### config.mk
export PLATFORM = sky130hd
export DESIGN_NAME = spi_download_rx
export DESIGN_NICKNAME = d
export VERILOG_FILES = /design/src/rtl/spi_download_rx.sv
export SDC_FILE = /design/constraint.sdc
export NUM_CORES = 1
export LEC_CHECK = 0
export BUFFER_PORTS_ARGS = -buffer_cell sky130_fd_sc_hd__buf_2
export CAP_MARGIN = 0
export CORE_MARGIN = 2
export CORE_UTILIZATION = 35
export DETAILED_ROUTE_END_ITERATION = 16
export PLACE_DENSITY = 0.53
export SYNTH_ARGS = -nofsm -noshare
export SYNTH_HDL_FRONTEND = slang
export SYNTH_SLANG_ARGS = --single-unit
### constraint.sdc
create_clock -name clk_sys -period 3.15 [get_ports clk_sys]
set_clock_uncertainty 0.05 [all_clocks]
set_input_delay 0.315 -clock clk_sys [delete_from_list [all_inputs] [get_ports clk_sys]]
set_output_delay 0.315 -clock clk_sys [all_outputs]
set_load 0.01 [all_outputs]
### src/rtl/spi_download_rx.sv
// SPI responder for the MCU->core file download channel: oversamples the SPI pins in clk_sys,
// decodes command/data bytes into ioctl byte writes and answers a one-byte status read.
module spi_download_rx #(
    parameter int ADDR_W      = 25,
    parameter int START_ADDR  = 0,
    parameter int SYNC_STAGES = 2
) (
    input  logic              clk_sys,
    input  logic              reset,
    input  logic              spi_sck,
    input  logic              spi_ss,
    input  logic              spi_di,
    output logic              spi_do,
    output logic              spi_do_oe,
    output logic              ioctl_download,
    output logic [7:0]        ioctl_index,
    output logic              ioctl_wr,
    output logic [ADDR_W-1:0] ioctl_addr,
    output logic [7:0]        ioctl_dout,
    output logic              ioctl_overflow
);

    localparam logic [ADDR_W-1:0] START = ADDR_W'(START_ADDR);

    typedef enum logic [2:0] {
        IDLE,
        CMD_TX,
        CMD_DAT,
        CMD_IDX,
        CMD_STAT,
        IGNORE
    } state_t;

    state_t                 state;
    logic [SYNC_STAGES-1:0] sck_sr;
    logic [SYNC_STAGES-1:0] ss_sr;
    logic [SYNC_STAGES-1:0] di_sr;
    logic                   sck_d;
    logic [6:0]             sreg;
    logic [2:0]             bcnt;
    logic [7:0]             tx;

    logic       sck_sync;
    logic       ss_sync;
    logic       di_sync;
    logic       sck_rise;
    logic       sck_fall;
    logic [7:0] byte_in;

    assign sck_sync = sck_sr[SYNC_STAGES-1];
    assign ss_sync  = ss_sr[SYNC_STAGES-1];
    assign di_sync  = di_sr[SYNC_STAGES-1];
    assign sck_rise = sck_sync & ~sck_d;
    assign sck_fall = ~sck_sync & sck_d;
    assign byte_in  = {sreg, di_sync};

    assign spi_do_oe = ~ss_sync;
    assign spi_do    = (state == CMD_STAT) && tx[7];

    always_ff @(posedge clk_sys) begin
        if (reset) begin
            sck_sr         <= '0;
            ss_sr          <= '1;
            di_sr          <= '0;
            sck_d          <= 1'b0;
            sreg           <= '0;
            bcnt           <= '0;
            tx             <= '0;
            state          <= IDLE;
            ioctl_download <= 1'b0;
            ioctl_index    <= '0;
            ioctl_wr       <= 1'b0;
            ioctl_addr     <= START;
            ioctl_dout     <= '0;
            ioctl_overflow <= 1'b0;
        end else begin
            sck_sr   <= {sck_sr[SYNC_STAGES-2:0], spi_sck};
            ss_sr    <= {ss_sr[SYNC_STAGES-2:0], spi_ss};
            di_sr    <= {di_sr[SYNC_STAGES-2:0], spi_di};
            sck_d    <= sck_sync;
            ioctl_wr <= 1'b0;

            if (ioctl_wr) begin
                if (ioctl_addr == '1)
                    ioctl_overflow <= 1'b1;
                ioctl_addr <= ioctl_addr + 1'b1;
            end

            if (ss_sync) begin
                bcnt  <= '0;
                state <= IDLE;
            end else begin
                // The falling edge closing a byte (bcnt back at 0) must not shift, or the
                // status MSB would be gone before the MCU samples it on the next rising edge.
                if (sck_fall && bcnt != 3'd0)
                    tx <= {tx[6:0], 1'b0};

                if (sck_rise) begin
                    sreg <= byte_in[6:0];
                    bcnt <= bcnt + 3'd1;
                    if (bcnt == 3'd7) begin
                        case (state)
                            IDLE: begin
                                case (byte_in)
                                    8'h53: state <= CMD_TX;
                                    8'h54: state <= CMD_DAT;
                                    8'h55: state <= CMD_IDX;
                                    8'h5A: begin
                                        state <= CMD_STAT;
                                        tx    <= {ioctl_download, ioctl_overflow, 6'b0};
                                    end
                                    default: state <= IGNORE;
                                endcase
                            end
                            CMD_TX: begin
                                if (byte_in == 8'hFF) begin
                                    ioctl_download <= 1'b1;
                                    ioctl_addr     <= START;
                                    ioctl_overflow <= 1'b0;
                                end else if (byte_in == 8'h00) begin
                                    ioctl_download <= 1'b0;
                                end
                                state <= IGNORE;
                            end
                            CMD_DAT: begin
                                if (ioctl_download) begin
                                    ioctl_dout <= byte_in;
                                    ioctl_wr   <= 1'b1;
                                end
                            end
                            CMD_IDX: begin
                                ioctl_index <= byte_in;
                                state       <= IGNORE;
                            end
                            CMD_STAT: state <= IGNORE;
                            default:  state <= IGNORE;
                        endcase
                    end
                end
            end
        end
    end

endmodule

; Word level (Yosys, flattened, before mapping)
; Index checks and enable logic that the tools add are counted.
[totals]
reg_bits = 72
input_bits = 5
elab_cells = 71
[classes]
addsub = 2
eq_ne = 11
mux = 23
bitwise_logic = 8
n_reduce_logical = 13
[op_table]
columns = op, n
row1 = $mux W25, 6
row2 = $mux W8, 5
row3 = $eq A8 B7 Y1 const B, 4
row4 = $add A25 B1 Y25 const B, 1
row5 = $eq A25 B25 Y1 const B, 1
row6 = $pmux W3 S4, 1
row7 = $mux W1, 10
row8 = $reduce_and A5 Y1, 2
row9 = $eq A8 B8 Y1 const B, 1
row10 = $logic_not A8 Y1, 1
row11 = $eq A3 B2 Y1 const B, 2
row12 = $eq A3 B3 Y1 const B, 2
row13 = $not A1 Y1, 6
row14 = $pmux W3 S2, 1
row15 = $reduce_or A5 Y1, 1
row16 = $reduce_and A4 Y1, 1
row17 = $add A3 B1 Y3 const B, 1
row18 = $eq A3 B1 Y1 const B, 1
row19 = $logic_not A3 Y1, 1
row20 = $reduce_and A3 Y1, 1
row21 = $reduce_bool A3 Y1, 1
row22 = $and A1 B1 Y1, 2
row23 = $logic_and A1 B1 Y1, 2
row24 = $reduce_and A2 Y1, 1
row25 = other kinds (2), 2

; Longest topological paths before layout
; Gate-level depths: netlist of the first run.
[depth]
depth_word = 8
ltp_mapped = 7
ltp_nobuf = 6

; Least setup slack after synthesis of the first run
; No wires, ideal clock.
[synth_path]
path_type = reg-to-reg
startpoint = reg bcnt[0]
endpoint = reg ioctl_addr[17]
arrival_time_ns = 1.901
required_time_ns = 2.975
setup_slack_ns = 1.074
stages_incl_launch_ff = 8
path_buffers = 1
cell_sequence = dfxtp_1 > ha_1 > ha_1 > nand3b_1 > or4_1 > o31ai_4 > buf_4 > a21oi_1
[synth_via]
elab_chain_cells = 4
[synth_rtl]
columns = element, line
row1 = from (decl), 40  ; logic [2:0] bcnt;
row2 = from (signal assigned), 100  ; bcnt <= bcnt + 3'd1;
row3 = $eq A3 B3 Y1, 101  ; if (bcnt == 3'd7) begin
row4 = $mux W25, 101
row5 = $mux W25, 98  ; if (sck_rise) begin
row6 = $mux W25, 89  ; if (ss_sync) begin
row7 = to (signal assigned), 86  ; ioctl_addr <= ioctl_addr + 1'b1;
row8 = to (decl), 18  ; output logic [ADDR_W-1:0] ioctl_addr,
; Every way passes these cells.
; A chain may end at the register's enable or synchronous reset.

; Worst setup path in the final report of the first run
[layout_path]
startpoint = reg bcnt[0]
endpoint = reg ioctl_addr[0]
; Same word-level chain as after synthesis.

==> flow_summary.json, run 1 <==
{
  "syn_area_um2": 3060,
  "synth_flop_cell": "dfxtp_1",
  "place_hpwl_um": 4360,
  "tightest_slew_ns": 0.676,
  "numClockSinks": 72,
  "gp_congestion": 0.741,
  "slowest_delay_ns": 0.61,
  "cp-end-kind": "flop",
  "power_density_nw_per_um2": 464,
  "p_sw_mw": 0.354,
  "cp_data_required_time_ns": 3.33,
  "outcome": "finished, final reports clean",
  "grt_max_degree": 39,
  "start_util_pct": 35.6,
  "slew_viol_final": 0,
  "grt_usage_pct": 13.8,
  "die_x_um": 97.4,
  "fp-row-count": 34,
  "p_clk_share_pct": 43.0,
  "synth_seq_area_share_pct": 47.2,
  "syn_nets": 345,
  "drt.antenna.violating_nets": 0,
  "drt_wl_total_um": 6380,
  "coreArea_um2": 8590,
  "wl_met1_um": 3040,
  "grt_antenna_before_repair": 0,
  "ir_drop_uv": 247,
  "insertion_delay_ns": 0.35,
  "ys_seq_elements": 72,
  "synth_edf_count": 0,
  "wl_met2_um": 2940,
  "wl_met3_um": 327,
  "post-route-period-util_pct": 70.9,
  "h-tree-depth": 3,
  "period_needed_ns": 2.23,
  "hold_viol_final": 0,
  "drive_above_1_share_pct": 19.2,
  "fin_setup_tns_ns": 0,
  "n_antenna_cell": 0,
  "path_cells": "ha_1 -> ha_1 -> nand3b_1 -> or4_1 -> o31ai_4 -> buf_4 -> nor2_1",
  "p_sw_share_pct": 21.4,
  "syn_inst": 336,
  "vias": 2447,
  "fill_cells": 888,
  "drt_iter0_markers": 61,
  "grt_pass1_vias": 2273,
  "fp.dieH_um": 97.4,
  "highest_layer": "met4",
  "cpMostUsedCell": "ha_1",
  "clockBufferDepth": 2,
  "critPathKind": "reg2reg",
  "port_buffers": 50,
  "syn2layout_area_growth_pct": 16.8,
  "yosys_warnings": 0,
  "timing.fmax_ghz": 0.448,
  "setup_violations": 0,
  "vias_per_cell": 4.95,
  "crit_fanout": 26,
  "dpl.cell_count": 479,
  "slew_headroom_pct": 54.9,
  "p_seq_share_pct": 55.4,
  "drc": 0,
  "p_int_mw": 1.30,
  "clk_pin_slew_worst_paths_ns": 0.07,
  "comb_power_share_pct": 1.6,
  "rsz0062_at_grt": "no",
  "arrival_ns": 2.41,
  "syn-mean-instance-area_um2": 9.09,
  "synth.distinct_cells": 40,
  "gr-total-overflow": 0,
  "cts-root-buf": "clkbuf_8",
  "slowest_stage": "or4_1",
  "wl_per_cell_um": 12.9,
  "dieArea_um2": 9490,
  "leakagePower_nw": 1.47,
  "firstDrtPassIters": 4,
  "grt_pass1_wl_um": 10700,
  "design.portCount": 51,
  "critPathLaunchType": "flop",
  "cts_resized": 0,
  "cts_hold_buf": 0,
  "nNetsFinal": 391,
  "instances_no_fill": 494,
  "synth-async-reset-ratio_pct": 0,
  "hold_class": "in2reg",
  "cts_tree": "built",
  "numCtsBuffers": 9,
  "whs_ns": 0.0995,
  "max-cap-violations": 0,
  "post-cts-setup-buffers": 0
}
[metal layers]
| metal | vias up | global-route usage [%] |
|---|---|---|
| li1 | 1261 | - |
| met1 | 1120 | 17.1 |
| met2 | 60 | 22.3 |
| met3 | 6 | 4.32 |
| met4 | 0 | 5.45 |
| met5 | - | 0 |
[final timing paths]
kind / startpoint / end / slack, ns / cells after the start
worst min-delay path: spi_ss / ss_sr[0] / 0.1 / 2
worst max register to register: bcnt[0] / ioctl_addr[0] / 0.92 / 7
worst min register to register: ss_sr[0] / ss_sr[1] / 0.36 / 1
worst max-delay path: bcnt[0] / ioctl_addr[0] / 0.92 / 7
[logic make-up after synthesis]
| logic type | count (synthesis) | synth area share [%] |
|---|---|---|
| AND/OR/NAND/NOR | 149 | 25.7 |
| flip-flops | 72 | 47.2 |
| AO/OA/AOI/OAI | 38 | 7.49 |
| multiplexers | 31 | 10.2 |
| buffers and inverters | 28 | 3.77 |
| XOR/XNOR | 14 | 4.01 |
| adder cells (fa/ha/maj) | 4 | 1.64 |
[power groups by stage]
| stage | logic, mW | registers, mW | clock network [mW] |
|---|---|---|---|
| 2_1_floorplan | 0.0223 | 0.936 | 0 |
| 3_3_place_gp | 0.0282 | 0.938 | 0 |
| 3_5_place_dp | 0.0281 | 0.938 | 0 |
| 4_1_cts | 0.0281 | 0.917 | 0.741 |
| 5_1_grt | 0.0304 | 0.918 | 0.774 |
| 6_report | 0.0272 | 0.917 | 0.711 |
[Yosys cell counts, types with 4 or more instances]
library cell,instances,area [um2]
dfxtp_1,72,1440
nor2_1,57,214
mux2i_1,30,300
a21oi_1,15,75.1
nand2_1,15,56.3
o21ai_0,13,65.1
clkbuf_1,12,45.0
nand4_1,12,75.1
inv_1,11,41.3
nand3_1,9,45.0
or3_1,8,50.1
or4_1,8,60.1
xnor2_1,8,70.1
nor2b_1,7,43.8
nor3_1,7,35.0
nor4_1,6,37.5
xor2_1,6,52.6
ha_1,4,50.1
o31ai_1,4,30.0
[placed cells by master, fill, tap and decap left out, types with 9 or more instances in the layout]
cell,netlist,routed
mux2i_1,30,30
a21oi_1,15,15
clkbuf_8,0,10
dfxtp_1,72,72
nand4_1,12,12
nand2_1,15,15
nand3_1,9,9
buf_2,2,50
nor2_1,57,57
o21ai_0,13,13
inv_1,11,11
[cell type report]
cell class	count	area, um2	area share, %
multi-input combinational	236	1500	42.0
sequential	72	1440	40.4
timing repair buffer	52	265	7.43
clock buffer	11	141	3.96
tap	108	135	3.79
clock inverter	4	45.0	1.26
inverter	11	41.3	1.16
[state kept, by name (all words and copies together) (netlist names)]
| signal | count |
|---|---|
| sck_d | 1 |
| ss_sr | 2 |
| ioctl_index | 8 |
| tx | 8 |
| ioctl_wr | 1 |
| di_sr | 2 |
| sreg | 7 |
| ioctl_addr | 25 |
| ioctl_dout | 8 |
| ioctl_download | 1 |
| ioctl_overflow | 1 |
| bcnt | 3 |
| sck_sr | 2 |
| state | 3 |
[worst max-delay path: cells and delay by family (launching register included)]
family / cells / cell delay, ns
DFF: 1 / 0.37
AOI/OAI and AO/OA: 1 / 0.19
and+or+nand+nor: 3 / 0.88
adders and majority gates: 2 / 0.31
buffers and inverters: 1 / 0.31
[metrics by stage]
stage | cell area [um2] | utilization [%] | setup WS (ns) | power [mW]
2_1_floorplan | 3060 | - | 1.07 | 0.959
3_3_place_gp | 3380 | 39.4 | 0.923 | 0.967
3_5_place_dp | 3380 | 39.4 | 0.882 | 0.967
4_1_cts | 3570 | 41.5 | 0.878 | 1.69
5_1_grt | 3570 | 41.5 | 0.691 | 1.72
6_report | 3570 | 41.5 | 0.916 | 1.66
Power figures use the tool's default switching activity.
==> inputs of run 2 (changes only) <==
==> constraint.sdc (replaced) <==
create_clock -name clk_sys -period 2.3 [get_ports clk_sys]
set_clock_uncertainty 0.05 [all_clocks]
set_input_delay 0.23 -clock clk_sys [delete_from_list [all_inputs] [get_ports clk_sys]]
set_output_delay 0.23 -clock clk_sys [all_outputs]
set_load 0.01 [all_outputs]
==> run 2 against run 1 <==
- power up 44%
- count of clock-buffer cells in the layout unchanged
- fmax up 6.5%
- final area up 2.2%
- flip-flop and latch count unchanged
==> flow_summary.json, run 2 (same netlist as run 1, synthesis figures left out) <==
{
  "dpl.cell_count": 483,
  "setup_violations": 0,
  "numClockSinks": 72,
  "grt_max_degree": 27,
  "cts-root-buf": "clkbuf_8",
  "nNetsFinal": 396,
  "post-route-period-util_pct": 91.2,
  "leakagePower_nw": 1.51,
  "largest_reg_flops": 25,
  "dieArea_um2": 9490,
  "hp-start": "spi_di",
  "worstReg2RegEnd": "ioctl_addr[18]",
  "vias_per_cell": 4.93,
  "critPathLaunchType": "flop",
  "fill_cells": 904,
  "dp_slack_ns": 0.238,
  "drt_iter0_markers": 63,
  "fin_util_pct": 42.4,
  "ir_drop_uv": 353,
  "drt.antenna.violating_nets": 0,
  "die_x_um": 97.4,
  "max-cap-violations": 0,
  "insertion_delay_ns": 0.34,
  "layout_common_cells": "dfxtp_1, nor2_1, buf_2",
  "post-cts-setup-buffers": 0,
  "crit_fanout": 11,
  "grt_pass1_wl_um": 10800,
  "arrival_ns": 2.32,
  "cp-end-kind": "flop",
  "slew_viol_final": 0,
  "n_antenna_cell": 0,
  "cp_data_required_time_ns": 2.52,
  "hold_class": "in2reg",
  "fin_setup_tns_ns": 0,
  "hold_depth": 2,
  "regToRegSetupSlack_ns": 0.20,
  "slew_headroom_pct": 65.4,
  "syn2layout_area_growth_pct": 19.4,
  "drive_above_1_share_pct": 19.9,
  "hold_viol_final": 0,
  "start_util_pct": 35.6,
  "timing.rr.start": "ioctl_addr[0]",
  "port_buffers": 50,
  "drc": 0,
  "gr-total-overflow": 0,
  "place_hpwl_um": 4430,
  "wl_per_cell_um": 12.9,
  "cts_tree": "built",
  "power_density_nw_per_um2": 653,
  "drt_wl_total_um": 6440,
  "grt_pass1_vias": 2226,
  "tightest_slew_ns": 0.514,
  "vias": 2463,
  "grt_usage_pct": 13.9,
  "clockBufferDepth": 2,
  "regMostFlops": "ioctl_addr",
  "fp.dieH_um": 97.4,
  "fp-row-count": 34,
  "grt_antenna_before_repair": 0,
  "clk_pin_slew_worst_paths_ns": 0.08,
  "timing.fmax_ghz": 0.477,
  "coreArea_um2": 8590,
  "outcome": "finished, final reports clean",
  "reg2regPathDepth": 5,
  "h-tree-depth": 3,
  "hold_end": "di_sr[0]",
  "firstDrtPassIters": 4,
  "cts_resized": 0,
  "instances_no_fill": 500,
  "cts_hold_buf": 1,
  "period_needed_ns": 2.10,
  "setup_ws_ns": 0.202,
  "whs_ns": 0.0517,
  "rsz0062_at_grt": "no",
  "final_common_cell": "dfxtp_1",
  "gp_congestion": 0.802,
  "numCtsBuffers": 9,
  "critPathKind": "reg2reg",
  "design.portCount": 51
}
-- run 2: changes by cell type in the layout (fill, tap and decap cells not counted), sizes merged --
cell,delta
buf,+4
bufinv,+1
clkinv,-1
clkinvlp,+1
dlygate4sd3,+1
-- run 2: per-layer routing --
metal / vias up / share of wire, % / track usage, %
met5: - / 0 / 0
met4: 0 / 1.1 / 3.85
met3: 7 / 5.0 / 5.18
met2: 47 / 45 / 21.8
met1: 1130 / 48 / 18.1
li1: 1279 / - / -
-- run 2: layout make-up --
type / count / area [um2] / area share (%)
clock buffer: 11 / 131 / 3.60
clock inverter: 5 / 81.3 / 2.23
inverter: 11 / 41.3 / 1.13
multi-input combinational: 236 / 1500 / 41.1
sequential: 72 / 1440 / 39.5
tap: 108 / 135 / 3.70
timing repair buffer: 57 / 318 / 8.71
-- run 2: power breakdown --
group          switching [mW]  internal [mW]
sequential            0.00480           1.25
combinational          0.0268         0.0163
clock                   0.473          0.612
-- run 2: worst max-delay path, stage by stage (launching register included) --
cell	delay (ns)
dfxtp_1	0.42
ha_1	0.22
nand3_1	0.12
or3_1	0.54
or4_1	0.54
a21oi_1	0.15
-- run 2: worst max-delay path by stage --
stage | to | slack [ns] | from | depth (start not counted)
after global routing | ioctl_addr[18] | 0.06 | ioctl_addr[0] | 5
after detailed placement | ioctl_addr[18] | 0.24 | ioctl_addr[0] | 5
final | ioctl_addr[18] | 0.20 | ioctl_addr[0] | 5
after global placement | ioctl_addr[18] | 0.29 | ioctl_addr[0] | 5
after CTS | ioctl_addr[18] | 0.21 | ioctl_addr[0] | 5
after floorplan | ioctl_addr[17] | 0.22 | bcnt[0] | 7
-- run 2: stage by stage --
step / instance area [um2] / total power [mW]
2_1_floorplan: 3060 / 1.31
3_3_place_gp: 3420 / 1.33
3_5_place_dp: 3420 / 1.33
4_1_cts: 3650 / 2.42
5_1_grt: 3650 / 2.48
6_report: 3650 / 2.38
